### src/rtl/ldpc_min_pkg.sv
// ----------------------------------------------------------------------------
// ldpc_min_pkg
// Shared types and constants for the LDPC check-node min finder.
//   MSG_W     default message width
//   DEG       default check-node degree
//   IDX_W     width of a frame index
//   MSG_MAX   all-ones message, the "nothing seen yet" value of a running min
//   msg_t     one message
//   idx_t     one frame index
//   min_res_t result bundle {min1, min2, idx, sgn}
// ----------------------------------------------------------------------------
package ldpc_min_pkg;

  localparam int MSG_W = 11;
  localparam int DEG   = 5;
  localparam int IDX_W = $clog2(DEG);

  localparam logic [MSG_W-1:0] MSG_MAX = {MSG_W{1'b1}};

  typedef logic [MSG_W-1:0] msg_t;
  typedef logic [IDX_W-1:0] idx_t;

  typedef struct packed {
    msg_t min1;
    msg_t min2;
    idx_t idx;
    logic sgn;
  } min_res_t;

endpackage

### src/rtl/min_serial_cn_if.sv
// ----------------------------------------------------------------------------
// min_serial_cn_if
// Input stream and result handshake of the serial check-node min finder.
//   in_valid/in_ready/in_msg          message stream, one message per beat
//   out_valid/out_ready               result handshake
//   out_min1/out_min2/out_idx/out_sgn result payload
// Modports:
//   slave   the min finder itself
//   master  the environment (message source and result sink)
// ----------------------------------------------------------------------------
interface min_serial_cn_if #(
  parameter int MSG_W = ldpc_min_pkg::MSG_W,
  parameter int IDX_W = ldpc_min_pkg::IDX_W
);

  logic             in_valid;
  logic             in_ready;
  logic [MSG_W-1:0] in_msg;
  logic             out_valid;
  logic             out_ready;
  logic [MSG_W-1:0] out_min1;
  logic [MSG_W-1:0] out_min2;
  logic [IDX_W-1:0] out_idx;
  logic             out_sgn;

  modport slave (
    input  in_valid, in_msg, out_ready,
    output in_ready, out_valid, out_min1, out_min2, out_idx, out_sgn
  );

  modport master (
    output in_valid, in_msg, out_ready,
    input  in_ready, out_valid, out_min1, out_min2, out_idx, out_sgn
  );

endinterface

### src/rtl/min2_insert.sv
// ----------------------------------------------------------------------------
// min2_insert
// Combinational compare-insert of one value into a (min1, min2, idx) pair.
// Strict less-than: on a tie with min1 the incumbent keeps min1 and the newcomer
// becomes min2, so the earliest index wins.
//   i_v       candidate value
//   i_v_idx   frame index of the candidate
//   i_min1    current smallest value
//   i_min2    current second smallest value
//   i_idx     index of current smallest value
//   o_min1/o_min2/o_idx   updated pair and index
// ----------------------------------------------------------------------------
module min2_insert #(
  parameter int MSG_W = ldpc_min_pkg::MSG_W,
  parameter int IDX_W = ldpc_min_pkg::IDX_W
) (
  input  logic [MSG_W-1:0] i_v,
  input  logic [IDX_W-1:0] i_v_idx,
  input  logic [MSG_W-1:0] i_min1,
  input  logic [MSG_W-1:0] i_min2,
  input  logic [IDX_W-1:0] i_idx,
  output logic [MSG_W-1:0] o_min1,
  output logic [MSG_W-1:0] o_min2,
  output logic [IDX_W-1:0] o_idx
);

  // Insert the candidate into the ordered pair.
  always_comb begin
    o_min1 = i_min1;
    o_min2 = i_min2;
    o_idx  = i_idx;
    if (i_v < i_min1) begin
      o_min2 = i_min1;
      o_min1 = i_v;
      o_idx  = i_v_idx;
    end else if (i_v < i_min2) begin
      o_min2 = i_v;
    end else begin
      o_min1 = i_min1;
    end
  end

endmodule

### src/rtl/min_serial_cn.sv
// ----------------------------------------------------------------------------
// min_serial_cn
// Streaming check-node min finder. Takes DEG messages of one check node, one per
// accepted beat, and presents min1, min2 and the index of min1 one cycle after
// the last beat. Back-pressured on both sides; the next frame may start in the
// cycle after a frame's last beat.
// Ports:
//   clk   rising-edge clock
//   rst   asynchronous, active-high reset
//   bus   min_serial_cn_if.slave (input stream + result handshake)
// Configuration macro:
//   MIN_SIGN_EN  messages are sign-magnitude; compare on magnitude and report
//                the XOR of all signs on out_sgn. Undefined: unsigned compare of
//                the full message, out_sgn tied 0.
// ----------------------------------------------------------------------------
module min_serial_cn #(
  parameter int MSG_W = ldpc_min_pkg::MSG_W,
  parameter int DEG   = ldpc_min_pkg::DEG,
  parameter int IDX_W = $clog2(DEG)
) (
  input  logic          clk,
  input  logic          rst,
  min_serial_cn_if.slave bus
);

  localparam logic [IDX_W-1:0] LAST_IDX = IDX_W'(DEG - 1);
  localparam logic [MSG_W-1:0] RUN_INIT = {MSG_W{1'b1}};

  logic [IDX_W-1:0] r_cnt;
  logic [MSG_W-1:0] r_run_min1;
  logic [MSG_W-1:0] r_run_min2;
  logic [IDX_W-1:0] r_run_idx;

  logic             r_out_valid;
  logic [MSG_W-1:0] r_out_min1;
  logic [MSG_W-1:0] r_out_min2;
  logic [IDX_W-1:0] r_out_idx;
  logic             r_out_sgn;

  logic [MSG_W-1:0] w_v;
  logic             w_frame_sgn;
  logic             w_last;
  logic             w_beat;
  logic [MSG_W-1:0] w_ins_min1;
  logic [MSG_W-1:0] w_ins_min2;
  logic [IDX_W-1:0] w_ins_idx;

`ifdef MIN_SIGN_EN
  logic r_run_sgn;

  // Compare on magnitude only; the sign accumulates separately.
  assign w_v         = {1'b0, bus.in_msg[MSG_W-2:0]};
  assign w_frame_sgn = r_run_sgn ^ bus.in_msg[MSG_W-1];

  // Running sign XOR, cleared at every frame boundary.
  always_ff @(posedge clk or posedge rst) begin
    if (rst) begin
      r_run_sgn <= 1'b0;
    end else if (w_beat) begin
      r_run_sgn <= w_last ? 1'b0 : w_frame_sgn;
    end
  end
`else
  assign w_v         = bus.in_msg;
  assign w_frame_sgn = 1'b0;
`endif

  assign w_last = (r_cnt == LAST_IDX);

  // Only the last beat can be blocked: it is the one that overwrites the result.
  assign bus.in_ready = !(w_last && r_out_valid && !bus.out_ready);
  assign w_beat       = bus.in_valid && bus.in_ready;

  min2_insert #(
    .MSG_W (MSG_W),
    .IDX_W (IDX_W)
  ) u_insert (
    .i_v     (w_v),
    .i_v_idx (r_cnt),
    .i_min1  (r_run_min1),
    .i_min2  (r_run_min2),
    .i_idx   (r_run_idx),
    .o_min1  (w_ins_min1),
    .o_min2  (w_ins_min2),
    .o_idx   (w_ins_idx)
  );

  // Beat counter and running minima; re-armed on the frame's last beat.
  always_ff @(posedge clk or posedge rst) begin
    if (rst) begin
      r_cnt      <= '0;
      r_run_min1 <= RUN_INIT;
      r_run_min2 <= RUN_INIT;
      r_run_idx  <= '0;
    end else if (w_beat) begin
      if (w_last) begin
        r_cnt      <= '0;
        r_run_min1 <= RUN_INIT;
        r_run_min2 <= RUN_INIT;
        r_run_idx  <= '0;
      end else begin
        r_cnt      <= r_cnt + IDX_W'(1);
        r_run_min1 <= w_ins_min1;
        r_run_min2 <= w_ins_min2;
        r_run_idx  <= w_ins_idx;
      end
    end
  end

  // Result registers: load on frame completion, otherwise drain on out_ready.
  always_ff @(posedge clk or posedge rst) begin
    if (rst) begin
      r_out_valid <= 1'b0;
      r_out_min1  <= '0;
      r_out_min2  <= '0;
      r_out_idx   <= '0;
      r_out_sgn   <= 1'b0;
    end else if (w_beat && w_last) begin
      r_out_valid <= 1'b1;
      r_out_min1  <= w_ins_min1;
      r_out_min2  <= w_ins_min2;
      r_out_idx   <= w_ins_idx;
      r_out_sgn   <= w_frame_sgn;
    end else if (bus.out_ready) begin
      r_out_valid <= 1'b0;
    end
  end

  assign bus.out_valid = r_out_valid;
  assign bus.out_min1  = r_out_min1;
  assign bus.out_min2  = r_out_min2;
  assign bus.out_idx   = r_out_idx;
  assign bus.out_sgn   = r_out_sgn;

endmodule
### src/flat_wrapper.sv
// flat-port wrapper written by rule: the top's interface ports become plain ports
module min_serial_cn_flat 
#(
  parameter int MSG_W = ldpc_min_pkg::MSG_W,
  parameter int DEG   = ldpc_min_pkg::DEG,
  parameter int IDX_W = $clog2(DEG)
)
  (clk, rst, bus_in_valid, bus_in_msg, bus_out_ready, bus_in_ready, bus_out_valid, bus_out_min1, bus_out_min2, bus_out_idx, bus_out_sgn);
  min_serial_cn_if #(.MSG_W(MSG_W), .IDX_W(IDX_W)) bus_i ();
  input  logic clk;
  input  logic rst;
  input wire logic [$bits(bus_i.in_valid)-1:0] bus_in_valid;
  input wire logic [$bits(bus_i.in_msg)-1:0] bus_in_msg;
  input wire logic [$bits(bus_i.out_ready)-1:0] bus_out_ready;
  output wire logic [$bits(bus_i.in_ready)-1:0] bus_in_ready;
  output wire logic [$bits(bus_i.out_valid)-1:0] bus_out_valid;
  output wire logic [$bits(bus_i.out_min1)-1:0] bus_out_min1;
  output wire logic [$bits(bus_i.out_min2)-1:0] bus_out_min2;
  output wire logic [$bits(bus_i.out_idx)-1:0] bus_out_idx;
  output wire logic [$bits(bus_i.out_sgn)-1:0] bus_out_sgn;
  assign bus_i.in_valid = bus_in_valid;
  assign bus_i.in_msg = bus_in_msg;
  assign bus_i.out_ready = bus_out_ready;
  assign bus_in_ready = bus_i.in_ready;
  assign bus_out_valid = bus_i.out_valid;
  assign bus_out_min1 = bus_i.out_min1;
  assign bus_out_min2 = bus_i.out_min2;
  assign bus_out_idx = bus_i.out_idx;
  assign bus_out_sgn = bus_i.out_sgn;
  min_serial_cn #(.MSG_W(MSG_W), .DEG(DEG), .IDX_W(IDX_W)) u_core (.clk(clk), .rst(rst), .bus(bus_i));
endmodule
### config.mk
export PLATFORM = sky130hd
export DESIGN_NAME = min_serial_cn_flat
export DESIGN_NICKNAME = d
export VERILOG_FILES = /design/src/rtl/ldpc_min_pkg.sv /design/src/rtl/min_serial_cn_if.sv /design/src/rtl/min2_insert.sv /design/src/rtl/min_serial_cn.sv /design/src/flat_wrapper.sv
export SDC_FILE = /design/constraint.sdc
export NUM_CORES = 1
export LEC_CHECK = 0
export CORE_ASPECT_RATIO = 0.5
export CORE_UTILIZATION = 50
export CTS_CLUSTER_DIAMETER = 150
export DETAILED_ROUTE_END_ITERATION = 6
export PLACE_DENSITY_LB_ADDON = 0.25
export REMOVE_ABC_BUFFERS = 1
export SLEW_MARGIN = 30
export SYNTH_ARGS = -nofsm -noshare
export SYNTH_HDL_FRONTEND = slang
export SYNTH_SLANG_ARGS = --single-unit
### constraint.sdc
create_clock -name clk -period 3.8 [get_ports clk]
set_input_delay 0.57 -clock clk [delete_from_list [all_inputs] [get_ports clk]]
set_output_delay 0.57 -clock clk [all_outputs]
set_load 0.05 [all_outputs]
Word-level counts from Yosys, hierarchy flattened
Cells that the tools add are included.
{"block": "totals", "ff_bits": 54, "in_bits": 15, "output_inout_bits": 28, "wordCells": 29}
{"block": "op_classes", "n_addsub": 1, "magnitude_cmp": 2, "n_eq_ne": 1, "muxes": 10, "reduce_logical": 7}
{"cell": "$mux W11", "n": 5}
{"cell": "$lt A11 B11 Y1", "n": 2}
{"cell": "$mux W3", "n": 3}
{"cell": "$logic_and A1 B1 Y1", "n": 4}
{"cell": "$add A3 B1 Y3 const B", "n": 1}
{"cell": "$eq A3 B3 Y1 const B", "n": 1}
{"cell": "$logic_not A1 Y1", "n": 2}
{"cell": "$mux W1", "n": 2}
{"cell": "$reduce_bool A2 Y1", "n": 1}

Depth between registers and ports, before layout
{"block": "depth", "word_depth": 7, "depth_mapped": 11, "depth_no_buf": 8}

By module
From an unflattened synthesis, not the netlist that was laid out.
{"block": "unflattened", "hier_cells": 244, "hier_area_um2": 3151.8}
{"module": "min_serial_cn", "n_inst": 1, "cells_each": 136, "area_per_inst_um2": 2200.9, "seq_area_each_um2": 1378.8}
{"module": "min2_insert", "n_inst": 1, "cells_each": 108, "area_per_inst_um2": 950.9, "seq_area_each_um2": 0.0}

Worst setup path after synthesis
No wires, ideal clock.
{"block": "synth_path", "path_type": "register to register", "from": "reg u_core.r_out_valid, in the netlist u_core.bus.out_valid", "to": "reg u_core.r_out_min1[3], in the netlist u_core.bus.out_min1[3]", "setup_time_ns": 0.126, "arrival_ns": 2.195, "required_time_ns": 3.674, "slack_ns": 1.479, "path_stages_with_launch": 10, "path_cell_list": "dfrtp_1 inv_1 or3_1 and2_1 buf_6 nor2b_1 buf_6 buf_6 nor2_1 a31oi_1"}
{"block": "synth_between", "elab_chain_cells": 5}
{"element": "start, declared", "line": "min_serial_cn.sv:34", "source": "logic r_out_valid;"}
{"element": "start signal, assigned", "line": "min_serial_cn.sv:113", "source": "r_out_valid <= 1'b0;"}
{"element": "start signal, assigned", "line": "min_serial_cn.sv:119", "source": "r_out_valid <= 1'b1;"}
{"element": "start signal, assigned", "line": "min_serial_cn.sv:125", "source": "r_out_valid <= 1'b0;"}
{"element": "$logic_and A1 B1 Y1 (2 in a row)", "line": "min_serial_cn.sv:71", "source": "assign bus.in_ready = !(w_last && r_out_valid && !bus.out_ready);"}
{"element": "$logic_not A1 Y1", "line": "min_serial_cn.sv:71"}
{"element": "via bus_in_ready", "line": "flat_wrapper.sv:15", "source": "output wire logic [$bits(bus_i.in_ready)-1:0] bus_in_ready;"}
{"element": "$logic_and A1 B1 Y1", "line": "min_serial_cn.sv:72", "source": "assign w_beat = bus.in_valid && bus.in_ready;"}
{"element": "$logic_and A1 B1 Y1", "line": "min_serial_cn.sv:118", "source": "end else if (w_beat && w_last) begin"}
{"element": "end signal, assigned", "line": "min_serial_cn.sv:120", "source": "r_out_min1 <= w_ins_min1;"}
{"element": "end, declared", "line": "min_serial_cn.sv:35", "source": "logic [MSG_W-1:0] r_out_min1;"}
The timed path passes the listed nets, and every way through them passes these cells.
A chain may end at the register's enable or synchronous reset.

Final worst setup path
{"block": "layout_path", "from": "in bus_in_msg[10]", "to": "reg u_core.r_run_min2[1]"}
{"block": "layout_between", "elab_chain_cells": 4}
{"element": "start, declared", "line": "flat_wrapper.sv:13", "source": "input wire logic [$bits(bus_i.in_msg)-1:0] bus_in_msg;"}
{"element": "$lt A11 B11 Y1", "line": "min2_insert.sv:36", "source": "end else if (i_v < i_min2) begin"}
{"element": "$mux W11", "line": "min2_insert.sv:36"}
{"element": "$mux W11 *", "line": "min2_insert.sv:32", "source": "if (i_v < i_min1) begin"}
{"element": "$mux W11 *", "line": "min_serial_cn.sv:96", "source": "if (w_last) begin"}
{"element": "end signal, assigned", "line": "min_serial_cn.sv:104", "source": "r_run_min2 <= w_ins_min2;"}
{"element": "end, declared", "line": "min_serial_cn.sv:31", "source": "logic [MSG_W-1:0] r_run_min2;"}
Mark *: on every way between the ends. The rest lies on a longest branch, timed or not.

==> results.yml <==
sta:
  relSlewSlack_pct: 53.0
  tightestPinTransition_ps: 705
  drv_slew: 0
  hold_viol: 0
  grt_setup_unrepaired: "false"
  setup_tns_ps: 0
  fmax_mhz: 349
  min_period_over_period_pct: 75.5
  fin_crit_ps: 2870
  final.setup.worst_slack_ps: 932
  finalSetupViolations: 0
  fin_skew_ps: 8.89
worst_setup_path:
  start_kind: "input pin"
  slowest_delay_ps: 540
  slowest_stage: "clkdlybuf4s50_1"
  endpoint_kind: "flip-flop"
  path_max_fanout: 15
  path_cells: "clkdlybuf4s50_1, ha_1, a21oi_1, o21ai_0, a31oi_1, and2_1, buf_4, nor2_1, buf_4, a31oi_1"
  required_ps: 4010
  critPathKind: "input pin to flip-flop"
  critical_path_arrival_ps: 3080
layout:
  fin_nets: 429
  layout.core_utilization_pct: 65.7
  design_area_um2: 3730
  drive_above_1_share_pct: 12.0
  area_growth_pct: 21.9
  num_antenna_cells: 0
  fillers: 495
synthesis:
  yosys-top-cells-area: "dfrtp_1 26%, dfstp_2 19%, nand2_1 9.3%"
  syn_area_per_cell_um2: 8.73
  synth_edf_count: 0
  postSynth.asyncResetShare_pct: 100
  ys_ff_latch: 54
  synth_top_area_share_pct: 26.1
  synth_top_cell_by_area: "dfrtp_1"
  synth-seq-area-share_pct: 45.0
  syn_area_um2: 3060
  synth.distinct_cells: 27
  synth_flop_cell: "dfrtp_1"
  yosys_warnings: 0
  syn_inst: 351
route:
  drt-initial-drc-count: 196
  drt-wirelength-per-cell_um: 17.0
  drt_pre_antenna_iters: 5
  via_per_inst: 5.98
  drt_drc_violations_left: 0
  vias: 2787
  route.antenna.remaining_nets: 0
  finalWirelength_um: 7900
global_routing:
  grt_pass1_vias: 2692
  grt_first_pass_wirelength_um: 13400
  grt_max_degree: 55
  globalRouteOverflowTotal: 0
  antenna_found_initial: 0
  grt_use_total_pct: 27.2
placed_design:
  placed_cell_area_um2: 3570
  port_buffers: 41
  pre_cts_ws_ps: 665
  gp_congestion: 0.839
  dpl.hpwl_um: 5610
floorplan:
  core_um2: 5680
  initial_utilization_pct: 53.9
  die_height_um: 57.3
  ios: 43
  die_x_um: 113
  rows: 19
  die_area_um2: 6460
power:
  power.internal_mw: 1.94
  swShare_pct: 46.6
  p_switching_mw: 1.69
  power_frac_comb_pct: 54.6
  irDropWorstVdd_mv: 0.430
  total_power_mw: 3.62
  p_seq_share_pct: 30.9
  p_clk_share_pct: 14.5
  power.density_nw_per_um2: 971
  power.leakage_nw: 1.70
clock_network:
  clk_latency_ps: 300
  clock-sinks: 54
  cts_resized: 0
  cts_hold_buf: 0
  clockRootBuffer: "clkbuf_16"
  cts_setup_buffers: 0
  numCtsBuffers: 5
  clk_pin_slew_worst_paths_ps: 70
  clk_path_buf_depth: 2
  htree_levels: 2
  cts_tree: "built"
job:
  max-cap-violations: 0
status:
  status: "completed"
hold_path:
  hold_class: "flip-flop to flip-flop"
[per-layer routing]
| layer | global-route usage, % | wire length (um) | up-vias |
|---|---|---|---|
| met3 | 6.59 | 501 | 14 |
| met1 | 38.1 | 3790 | 1353 |
| met2 | 42.4 | 3510 | 101 |
| met5 | 0 | 0 | - |
| met4 | 8.38 | 101 | 0 |
| li1 | - | - | 1319 |
[Yosys cell counts (all sizes together), types with 13 or more instances]
master	count
dfstp	22
a21oi	19
o21ai	34
nor2	19
ha	22
a31oi	25
inv	25
buf	13
dfrtp	32
nand2	77
[placed cells by master, fill, tap and decap left out, drive strengths merged]
| cell type | netlist | routed |
|---|---|---|
| a211oi | 11 | 11 |
| a21oi | 19 | 19 |
| a221oi | 1 | 1 |
| a22o | 3 | 3 |
| a2bb2oi | 11 | 11 |
| a31oi | 25 | 25 |
| and2 | 4 | 4 |
| buf | 13 | 16 |
| bufinv | 0 | 1 |
| clkbuf | 10 | 7 |
| clkdlybuf4s50 | 0 | 41 |
| conb | 1 | 1 |
| dfrtp | 32 | 32 |
| dfstp | 22 | 22 |
| ha | 22 | 22 |
| inv | 25 | 25 |
| nand2 | 77 | 77 |
| nand3 | 3 | 3 |
| nand4 | 1 | 1 |
| nor2 | 19 | 19 |
| nor2b | 3 | 3 |
| nor3 | 3 | 3 |
| o21ai | 34 | 34 |
| o32ai | 11 | 11 |
| or3 | 1 | 1 |
[worst max-delay path, delay by kind of cell]
kind / cells / cell delay [ps]
compound gates: 4 / 690
fa+ha+maj: 1 / 370
buf+inv: 3 / 1030
simple gates: 2 / 410
[area by class of cell]
type / instances / area (um^2) / area share (%)
Clock buffer: 7 / 133 / 3.55
Timing Repair Buffer: 57 / 543 / 14.5
Sequential cell: 54 / 1380 / 36.9
Inverter: 25 / 93.8 / 2.51
Clock inverter: 1 / 30.0 / 0.805
Multi-Input combinational cell: 249 / 1460 / 39.2
Tap cell: 73 / 91.3 / 2.45
[cells by family after synthesis]
kind of cell | share of synthesized area, %
flops | 45.0
fa+ha+maj | 8.99
other cells | 0.122
buf+inv | 7.31
compound gates | 23.9
simple gates | 14.7
[power by group through the flow]
stage | clock (mW) | sequential (mW) | combinational [mW]
after floorplan | 0 | 1.55 | 0.826
after global placement | 0 | 1.11 | 1.91
after detailed placement | 0 | 1.12 | 1.97
after CTS | 0.536 | 1.12 | 1.97
after global routing | 0.561 | 1.16 | 2.15
final | 0.526 | 1.12 | 1.98
[final timing paths]
| path | from | cells past startpoint | endpoint | slack (ps) |
|---|---|---|---|---|
| worst max-delay path | bus_in_msg[10] | 10 | u_core.r_run_min2[1] | 930 |
| worst min-delay path | u_core.bus.out_idx[2] | 2 | u_core.bus.out_idx[2] | 470 |
| worst max register to register | u_core.r_run_min1[10] | 10 | u_core.r_run_min2[1] | 1200 |
| worst min register to register | u_core.bus.out_idx[2] | 2 | u_core.bus.out_idx[2] | 470 |
| max in group asynchronous | rst | 3 | u_core.bus.out_min2[4] | 2550 |
| min in group asynchronous | rst | 3 | u_core.bus.out_min2[9] | 780 |
[metrics by stage]
step	std cells	hold WS, ps
floorplan	328	458
global placement	458	462
detailed placement	458	463
CTS	466	478
global route	466	504
finish	466	469
[sequential cells by signal, summed over array words and instances, names as in the netlist]
signal	cells
u_core.r_run_min1	11
u_core.r_cnt	3
u_core.r_run_idx	3
u_core.bus.out_min1	11
u_core.bus.out_idx	3
u_core.r_run_min2	11
u_core.bus.out_valid	1
u_core.bus.out_min2	11
Note: power is estimated with default switching activity, not from simulation.
